**src/rtl/core_pkg.sv**
```systemverilog
// core_pkg: shared opcodes, operation encodings and control-word types for the core
package core_pkg;
  localparam logic [6:0] OPC_OP     = 7'b0110011;
  localparam logic [6:0] OPC_OP_IMM = 7'b0010011;
  localparam logic [6:0] OPC_LOAD   = 7'b0000011;
  localparam logic [6:0] OPC_STORE  = 7'b0100011;
  localparam logic [6:0] OPC_BRANCH = 7'b1100011;
  localparam logic [6:0] OPC_JAL    = 7'b1101111;
  localparam logic [6:0] OPC_JALR   = 7'b1100111;
  localparam logic [6:0] OPC_LUI    = 7'b0110111;
  localparam logic [6:0] OPC_AUIPC  = 7'b0010111;

  typedef enum logic [3:0] {
    ALU_ADD, ALU_SUB, ALU_SLL, ALU_SLT, ALU_SLTU, ALU_XOR,
    ALU_SRL, ALU_SRA, ALU_OR, ALU_AND, ALU_PASS_B
  } alu_op_e;

  // Branch encodings mirror funct3 so the comparator can use them directly.
  typedef enum logic [3:0] {
    BR_EQ = 4'd0, BR_NE = 4'd1, BR_LT = 4'd4, BR_GE = 4'd5,
    BR_LTU = 4'd6, BR_GEU = 4'd7, BR_NONE = 4'd15
  } br_op_e;

  typedef enum logic [2:0] {IMM_NONE, IMM_I, IMM_S, IMM_B, IMM_U, IMM_J} imm_fmt_e;

  typedef struct packed {
    logic     alu_op;
    logic     write_reg;
    logic     load;
    logic     store;
    logic     branch;
    logic     jump;
    logic     panic;
    logic     uses_rs1;
    logic     uses_rs2;
    alu_op_e  alu_op_type;
    br_op_e   branch_type;
    imm_fmt_e imm_fmt;
  } ctrl_t;

  // alt selects SUB/SRA; callers decide when funct7[5] is meaningful.
  function automatic alu_op_e alu_sel(input logic [2:0] f3, input logic alt);
    case (f3)
      3'd0:    return alt ? ALU_SUB : ALU_ADD;
      3'd1:    return ALU_SLL;
      3'd2:    return ALU_SLT;
      3'd3:    return ALU_SLTU;
      3'd4:    return ALU_XOR;
      3'd5:    return alt ? ALU_SRA : ALU_SRL;
      3'd6:    return ALU_OR;
      default: return ALU_AND;
    endcase
  endfunction
endpackage

```
**src/rtl/id_control.sv**
```systemverilog
// id_control: maps opcode/funct fields to the control word
module id_control
  import core_pkg::*;
(
  input  logic [6:0] opcode,
  input  logic [2:0] funct3,
  input  logic       funct7_5,
  output ctrl_t      ctrl
);
  // Unknown opcodes and reserved branch funct3 values raise panic.
  always_comb begin
    ctrl = '0;
    ctrl.alu_op_type = ALU_ADD;
    ctrl.branch_type = BR_NONE;
    ctrl.imm_fmt = IMM_NONE;
    ctrl.uses_rs1 = 1'b1;
    case (opcode)
      OPC_OP: begin
        ctrl.alu_op = 1'b1;
        ctrl.write_reg = 1'b1;
        ctrl.uses_rs2 = 1'b1;
        ctrl.alu_op_type = alu_sel(funct3, funct7_5);
      end
      OPC_OP_IMM: begin
        ctrl.alu_op = 1'b1;
        ctrl.write_reg = 1'b1;
        ctrl.imm_fmt = IMM_I;
        ctrl.alu_op_type = alu_sel(funct3, funct3 == 3'd5 && funct7_5);
      end
      OPC_LOAD: begin
        ctrl.write_reg = 1'b1;
        ctrl.load = 1'b1;
        ctrl.imm_fmt = IMM_I;
      end
      OPC_STORE: begin
        ctrl.store = 1'b1;
        ctrl.uses_rs2 = 1'b1;
        ctrl.imm_fmt = IMM_S;
      end
      OPC_BRANCH: begin
        ctrl.branch = 1'b1;
        ctrl.uses_rs2 = 1'b1;
        ctrl.imm_fmt = IMM_B;
        ctrl.branch_type = br_op_e'({1'b0, funct3});
        ctrl.panic = funct3[2:1] == 2'b01;
      end
      OPC_JAL: begin
        ctrl.write_reg = 1'b1;
        ctrl.jump = 1'b1;
        ctrl.uses_rs1 = 1'b0;
        ctrl.imm_fmt = IMM_J;
      end
      OPC_JALR: begin
        ctrl.write_reg = 1'b1;
        ctrl.jump = 1'b1;
        ctrl.imm_fmt = IMM_I;
      end
      OPC_LUI: begin
        ctrl.write_reg = 1'b1;
        ctrl.uses_rs1 = 1'b0;
        ctrl.imm_fmt = IMM_U;
        ctrl.alu_op_type = ALU_PASS_B;
      end
      OPC_AUIPC: begin
        ctrl.write_reg = 1'b1;
        ctrl.uses_rs1 = 1'b0;
        ctrl.imm_fmt = IMM_U;
      end
      default: begin
        ctrl.panic = 1'b1;
        ctrl.uses_rs1 = 1'b0;
      end
    endcase
  end
endmodule

```
**src/rtl/id_decoder.sv**
```systemverilog
// id_decoder: splits an instruction word into fields and all candidate immediates
module id_decoder (
  input  logic [31:0] instr,
  output logic [6:0]  opcode,
  output logic [4:0]  rd,
  output logic [4:0]  rs1,
  output logic [4:0]  rs2,
  output logic [2:0]  funct3,
  output logic        funct7_5,
  output logic [31:0] imm_i,
  output logic [31:0] imm_s,
  output logic [31:0] imm_b,
  output logic [31:0] imm_u,
  output logic [31:0] imm_j
);
  assign opcode   = instr[6:0];
  assign rd       = instr[11:7];
  assign funct3   = instr[14:12];
  assign rs1      = instr[19:15];
  assign rs2      = instr[24:20];
  assign funct7_5 = instr[30];
  assign imm_i    = {{20{instr[31]}}, instr[31:20]};
  assign imm_s    = {{20{instr[31]}}, instr[31:25], instr[11:7]};
  assign imm_b    = {{19{instr[31]}}, instr[31], instr[7], instr[30:25], instr[11:8], 1'b0};
  assign imm_u    = {instr[31:12], 12'b0};
  assign imm_j    = {{11{instr[31]}}, instr[31], instr[19:12], instr[20], instr[30:21], 1'b0};
endmodule

```
**src/rtl/id_hazard_detect.sv**
```systemverilog
// id_hazard_detect: flags a load in EX whose destination feeds the instruction in ID
module id_hazard_detect #(
  parameter int REG_AW = 5,
  parameter bit ENABLE = 1'b1
) (
  input  logic [REG_AW-1:0] rs1,
  input  logic [REG_AW-1:0] rs2,
  input  logic              uses_rs1,
  input  logic              uses_rs2,
  input  logic              ex_valid,
  input  logic              ex_load,
  input  logic [REG_AW-1:0] ex_rd,
  output logic              hazard
);
  assign hazard = ENABLE && ex_valid && ex_load && ex_rd != '0 &&
                  ((uses_rs1 && ex_rd == rs1) || (uses_rs2 && ex_rd == rs2));
endmodule

```
**src/rtl/id_pipe_stage.sv**
```systemverilog
// id_pipe_stage: decode stage with ID/EX register, load-use stall, flush and illegal-op halt
module id_pipe_stage #(
  parameter int XLEN = 32,
  parameter int NUM_REGS = 32,
  parameter bit LOAD_USE_STALL = 1'b1,
  parameter int CNT_W = 16,
  localparam int REG_AW = $clog2(NUM_REGS)
) (
  input  logic              clk,
  input  logic              reset,
  input  logic              if_valid,
  input  logic [31:0]       if_instruction,
  input  logic [XLEN-1:0]   if_pc,
  output logic              id_ready,
  input  logic              flush,
  input  logic              ex_ready,
  output logic              ex_valid,
  output logic [XLEN-1:0]   ex_pc,
  output logic [REG_AW-1:0] ex_rs1,
  output logic [REG_AW-1:0] ex_rs2,
  output logic [REG_AW-1:0] ex_rd,
  output logic [XLEN-1:0]   ex_imm,
  output logic              ex_alu_op,
  output logic              ex_write_reg,
  output logic              ex_load,
  output logic              ex_store,
  output logic              ex_branch,
  output logic              ex_jump,
  output logic              ex_panic,
  output logic [3:0]        ex_alu_op_type,
  output logic [3:0]        ex_branch_type,
  output logic              halted,
  output logic [CNT_W-1:0]  stall_count
);
  import core_pkg::*;

  logic [6:0]        opcode;
  logic [4:0]        rd_f, rs1_f, rs2_f;
  logic [2:0]        funct3;
  logic              funct7_5;
  logic [31:0]       imm_i, imm_s, imm_b, imm_u, imm_j, imm32;
  ctrl_t             ctrl;
  logic [REG_AW-1:0] rs1, rs2, rd;
  logic [XLEN-1:0]   imm;
  logic              hazard, advance, accept;

  id_decoder u_dec (
    .instr(if_instruction), .opcode, .rd(rd_f), .rs1(rs1_f), .rs2(rs2_f),
    .funct3, .funct7_5, .imm_i, .imm_s, .imm_b, .imm_u, .imm_j
  );

  id_control u_ctl (.opcode, .funct3, .funct7_5, .ctrl);

  id_hazard_detect #(.REG_AW(REG_AW), .ENABLE(LOAD_USE_STALL)) u_haz (
    .rs1, .rs2, .uses_rs1(ctrl.uses_rs1), .uses_rs2(ctrl.uses_rs2),
    .ex_valid, .ex_load, .ex_rd, .hazard
  );

  assign rs1 = rs1_f[REG_AW-1:0];
  assign rs2 = rs2_f[REG_AW-1:0];
  assign rd  = rd_f[REG_AW-1:0];

  // Pick the immediate for the decoded format; formats without one yield zero.
  always_comb begin
    imm32 = ctrl.imm_fmt == IMM_I ? imm_i :
            ctrl.imm_fmt == IMM_S ? imm_s :
            ctrl.imm_fmt == IMM_B ? imm_b :
            ctrl.imm_fmt == IMM_U ? imm_u :
            ctrl.imm_fmt == IMM_J ? imm_j : 32'd0;
  end

  assign imm      = XLEN'(signed'(imm32));
  assign advance  = !ex_valid || ex_ready;
  assign id_ready = !halted && !flush && !hazard && advance;
  assign accept   = if_valid && id_ready;

  // ID/EX register: flush beats bubble beats load beats drain; otherwise hold.
  always_ff @(posedge clk or posedge reset) begin
    if (reset) begin
      ex_valid       <= 1'b0;
      ex_pc          <= '0;
      ex_rs1         <= '0;
      ex_rs2         <= '0;
      ex_rd          <= '0;
      ex_imm         <= '0;
      ex_alu_op      <= 1'b0;
      ex_write_reg   <= 1'b0;
      ex_load        <= 1'b0;
      ex_store       <= 1'b0;
      ex_branch      <= 1'b0;
      ex_jump        <= 1'b0;
      ex_panic       <= 1'b0;
      ex_alu_op_type <= '0;
      ex_branch_type <= '0;
      stall_count    <= '0;
    end else if (flush) begin
      ex_valid <= 1'b0;
    end else if (hazard && advance) begin
      ex_valid    <= 1'b0;
      stall_count <= &stall_count ? stall_count : stall_count + 1'b1;
    end else if (accept) begin
      ex_valid       <= 1'b1;
      ex_pc          <= if_pc;
      ex_rs1         <= rs1;
      ex_rs2         <= rs2;
      ex_rd          <= rd;
      ex_imm         <= imm;
      ex_alu_op      <= ctrl.alu_op;
      ex_write_reg   <= ctrl.write_reg;
      ex_load        <= ctrl.load;
      ex_store       <= ctrl.store;
      ex_branch      <= ctrl.branch;
      ex_jump        <= ctrl.jump;
      ex_panic       <= ctrl.panic;
      ex_alu_op_type <= ctrl.alu_op_type;
      ex_branch_type <= ctrl.branch_type;
    end else if (advance) begin
      ex_valid <= 1'b0;
    end
  end

  // Halt once an illegal instruction is actually handed to EX; a flush discards it instead.
  always_ff @(posedge clk or posedge reset) begin
    if (reset) halted <= 1'b0;
    else if (ex_valid && ex_panic && ex_ready && !flush) halted <= 1'b1;
  end
endmodule

```
**config.mk**
```make
export PLATFORM = sky130hd
export DESIGN_NAME = id_pipe_stage
export DESIGN_NICKNAME = d
export VERILOG_FILES = /design/src/rtl/core_pkg.sv /design/src/rtl/id_control.sv /design/src/rtl/id_decoder.sv /design/src/rtl/id_hazard_detect.sv /design/src/rtl/id_pipe_stage.sv
export SDC_FILE = /design/constraint.sdc
export NUM_CORES = 1
export LEC_CHECK = 0
export ABC_AREA = 1
export CORE_ASPECT_RATIO = 1.2
export CORE_MARGIN = 2
export CORE_UTILIZATION = 43
export CTS_CLUSTER_SIZE = 8
export DETAILED_ROUTE_END_ITERATION = 10
export GPL_ROUTABILITY_DRIVEN = 0
export PLACE_DENSITY = 0.77
export SLEW_MARGIN = 20
export SYNTH_ARGS = -nofsm -noshare
export SYNTH_HDL_FRONTEND = slang
export SYNTH_SLANG_ARGS = --single-unit
```
**constraint.sdc**
```tcl
create_clock -name clk -period 3.85 [get_ports clk]
set_clock_uncertainty 0.1 [all_clocks]
set_input_delay 0.5775 -clock clk [delete_from_list [all_inputs] [get_ports clk]]
set_output_delay 0.5775 -clock clk [all_outputs]
set_load 0.1 [all_outputs]
```
==> flow_metrics.tcl <==
set metrics [dict create \
    dpl.hpwl_um 13100 \
    finalHoldViolations 0 \
    cts_max_level 3 \
    fp.coreArea_um2 13900 \
    start_util 0.444 \
    critical_path_class "in2out" \
    yosysWarnings 0 \
    min_path_type "reg2reg" \
    final.period_utilization 0.768 \
    cts_hold_buf 0 \
    finalSetupTns_ns 0 \
    grt_pass1_wl_um 30300 \
    cts_made_buffers 9 \
    grt_usage 0.245 \
    path_clk_slew_ns 0.07 \
    rows 47 \
    grt_pass1_vias 6117 \
    wire_per_inst_um 16.0 \
    wirelength_um 18700 \
    worst_setup_path_start_kind "input port" \
    io_pins 182 \
    slew_viol_final 0 \
    cp_max_fo 6 \
    postCtsSetupRepairBufs 0 \
    period_needed_ns 2.96 \
    synth.top_cells.by_count "332 x nand2_1, 115 x nand4_1, 112 x dfrtp_1, 66 x nor2_1, 48 x nand3_1" \
    setup_viol 0 \
    drv_cap 0 \
    sw_frac_of_total 0.552 \
    p_int_mw 2.87 \
    port_buffers 181 \
    fin_nets 1059 \
    holdWs_ns 0.370 \
    synthesis.nets 909 \
    synth_edf_count 0 \
    drtPass1Iterations 9 \
    synthCells 839 \
    yosysUniqueCellTypes 27 \
    status "complete, but fails checks" \
    area_growth_pct 36.8 \
    p_per_area_nw_per_um2 760 \
    die-area_um2 15300 \
    grt_max_degree 65 \
    rsz0062_at_grt "false" \
    die_x_um 113 \
    crit_required_ns 3.17 \
    diodes 0 \
    cts_buffer_depth 2 \
    pre_cts_ws_ns 0.869 \
    ir_drop_mv 0.303 \
    ys_top_cells_by_area "dfrtp_1 45%, nand2_1 20%, nand4_1 12%" \
    cp.arrival_ns 2.28 \
    synth_area_um2 6160 \
    max-slew-margin-rel 0.298 \
    synth_top_area_frac 0.455 \
    synth_seq_cells 112 \
    cts-root-buf "clkbuf_16" \
    antenna_found_initial 0 \
    crit_path_end_kind "output port" \
    place_area_um2 8090 \
    clkPwrFrac 0.166 \
    synth_area_per_cell_um2 7.34 \
    synth.most_common_cell "nand2_1" \
    cts.sinks 112 \
    ys.flop_type "dfrtp_1" \
    switching_power_mw 3.53 \
    drt_iter0_markers 663 \
    seq_power_share 0.263 \
    final_area_um2 8430 \
    clock_latency_ns 0.35 \
    timing.fmax_mhz 338 \
    layout-drive-gt1-share 0.0493 \
    violations "design-rule violations" \
    worst_pin_slew_ns 1.05 \
    grt_overflow 0 \
    dpl.cell_count 1149 \
    async_flop_share 1.00 \
    post_cts_resized 0 \
    p_leak_nw 4.26 \
    synth-seq-area-share 0.455 \
    cts_tree "built" \
    viasPerCell 5.45 \
    layout_setup_ws_ns 0.895 \
    drc 14 \
    top_regs "ex_imm (32), ex_pc (32), stall_count (16)" \
    comb_power_share 0.571 \
    yosys.area.top_type "dfrtp_1" \
    finalNonFillerCells 1165 \
    drtAntennaViolNets 0 \
    die_h_um 135 \
    dr_total_vias 6349 \
]
-- cell type report --
| class | count | area [um2] |
|---|---|---|
| timing repair buffer | 195 | 1970 |
| tap | 171 | 214 |
| inverter | 43 | 164 |
| fill | 1252 | 5450 |
| multi-input combinational | 628 | 2940 |
| clock inverter | 5 | 87.6 |
| sequential | 112 | 2800 |
| clock buffer | 11 | 253 |
-- critical path: stages --
cell             delay (ns)
clkdlybuf4s50_1        0.55
inv_2                  0.14
nor2_2                 0.06
nand2_1                0.13
nor2_1                 0.07
nor2_1                 0.08
nand2_1                0.05
nand2_1                0.05
nand2_1                0.07
a21boi_1               0.27
buf_12                 0.23
-- path summary, 6_finish.rpt --
check,cells after the start,from,slack (ns),endpoint
min in group asynchronous,2,reset,0.53,stall_count[9]$_DFFE_PP0P_
hold reg to reg,2,ex_pc[6]$_DFFE_PP0P_,0.37,ex_pc[6]$_DFFE_PP0P_
hold / removal,2,ex_pc[6]$_DFFE_PP0P_,0.37,ex_pc[6]$_DFFE_PP0P_
max in group asynchronous,3,reset,2.28,ex_pc[7]$_DFFE_PP0P_
setup reg to reg,8,ex_rd[1]$_DFFE_PP0P_,1.44,ex_branch_type[3]$_DFFE_PP0P_
setup / recovery,11,if_instruction[5],0.89,id_ready
-- power by group through the flow --
| stage | sequential, mW | combinational, mW | clock (mW) |
|---|---|---|---|
| 3_5_place_dp | 1.70 | 3.67 | 0 |
| 5_1_grt | 1.73 | 3.79 | 1.13 |
| 3_3_place_gp | 1.69 | 3.64 | 0 |
| 6_report | 1.68 | 3.66 | 1.07 |
| 4_1_cts | 1.68 | 3.67 | 1.09 |
| 2_1_floorplan | 3.91 | 0.532 | 0 |
-- layer usage --
metal | up-vias | routed length [um] | track usage
met5 | - | 0 | 0
li1 | 3079 | - | -
met3 | 59 | 1220 | 0.0332
met1 | 2943 | 7600 | 0.318
met2 | 268 | 9000 | 0.398
met4 | 0 | 836 | 0.132
-- kinds of logic after synthesis --
group                    Yosys count  share of synthesized area
AO/OA/AOI/OAI                     27                     0.0244
XOR/XNOR                          21                     0.0299
adder cells (fa/ha/maj)            1                    0.00203
buffers and inverters             99                     0.0709
flip-flops                       112                      0.455
AND/OR/NAND/NOR                  579                      0.418
-- stage by stage --
| stage | utilization | total power, mW |
|---|---|---|
| 2_1_floorplan | - | 4.44 |
| 3_3_place_gp | 0.583 | 5.34 |
| 3_5_place_dp | 0.583 | 5.37 |
| 4_1_cts | 0.607 | 6.44 |
| 5_1_grt | 0.607 | 6.65 |
| 6_report | 0.607 | 6.40 |
-- cell usage in the layout (no fill, tap or decap) --
cell / Yosys / final
clkinv_4: 0 / 1
dfrtp_1: 112 / 112
a31o_2: 1 / 1
inv_1: 40 / 39
xnor2_1: 9 / 9
nor4_1: 1 / 1
nor3_1: 6 / 6
clkbuf_8: 0 / 2
inv_8: 0 / 1
buf_4: 0 / 10
nor2_2: 4 / 4
clkdlybuf4s50_1: 0 / 179
nand2_2: 3 / 3
ha_1: 1 / 1
nor2_1: 66 / 66
o21ai_2: 1 / 1
nand3_1: 48 / 48
nor3_4: 0 / 1
a21boi_1: 0 / 1
o21ai_0: 10 / 10
a21oi_1: 12 / 12
buf_2: 16 / 1
nand2_1: 332 / 332
buf_12: 0 / 5
inv_4: 0 / 1
inv_2: 3 / 3
nor2_4: 1 / 1
bufinv_16: 0 / 2
clkinvlp_4: 0 / 1
nand3_4: 0 / 1
nand3_2: 2 / 1
clkbuf_16: 0 / 9
xor2_1: 12 / 12
nand4_1: 115 / 115
o31ai_1: 2 / 2
Note: power is estimated with default switching activity, not from simulation.
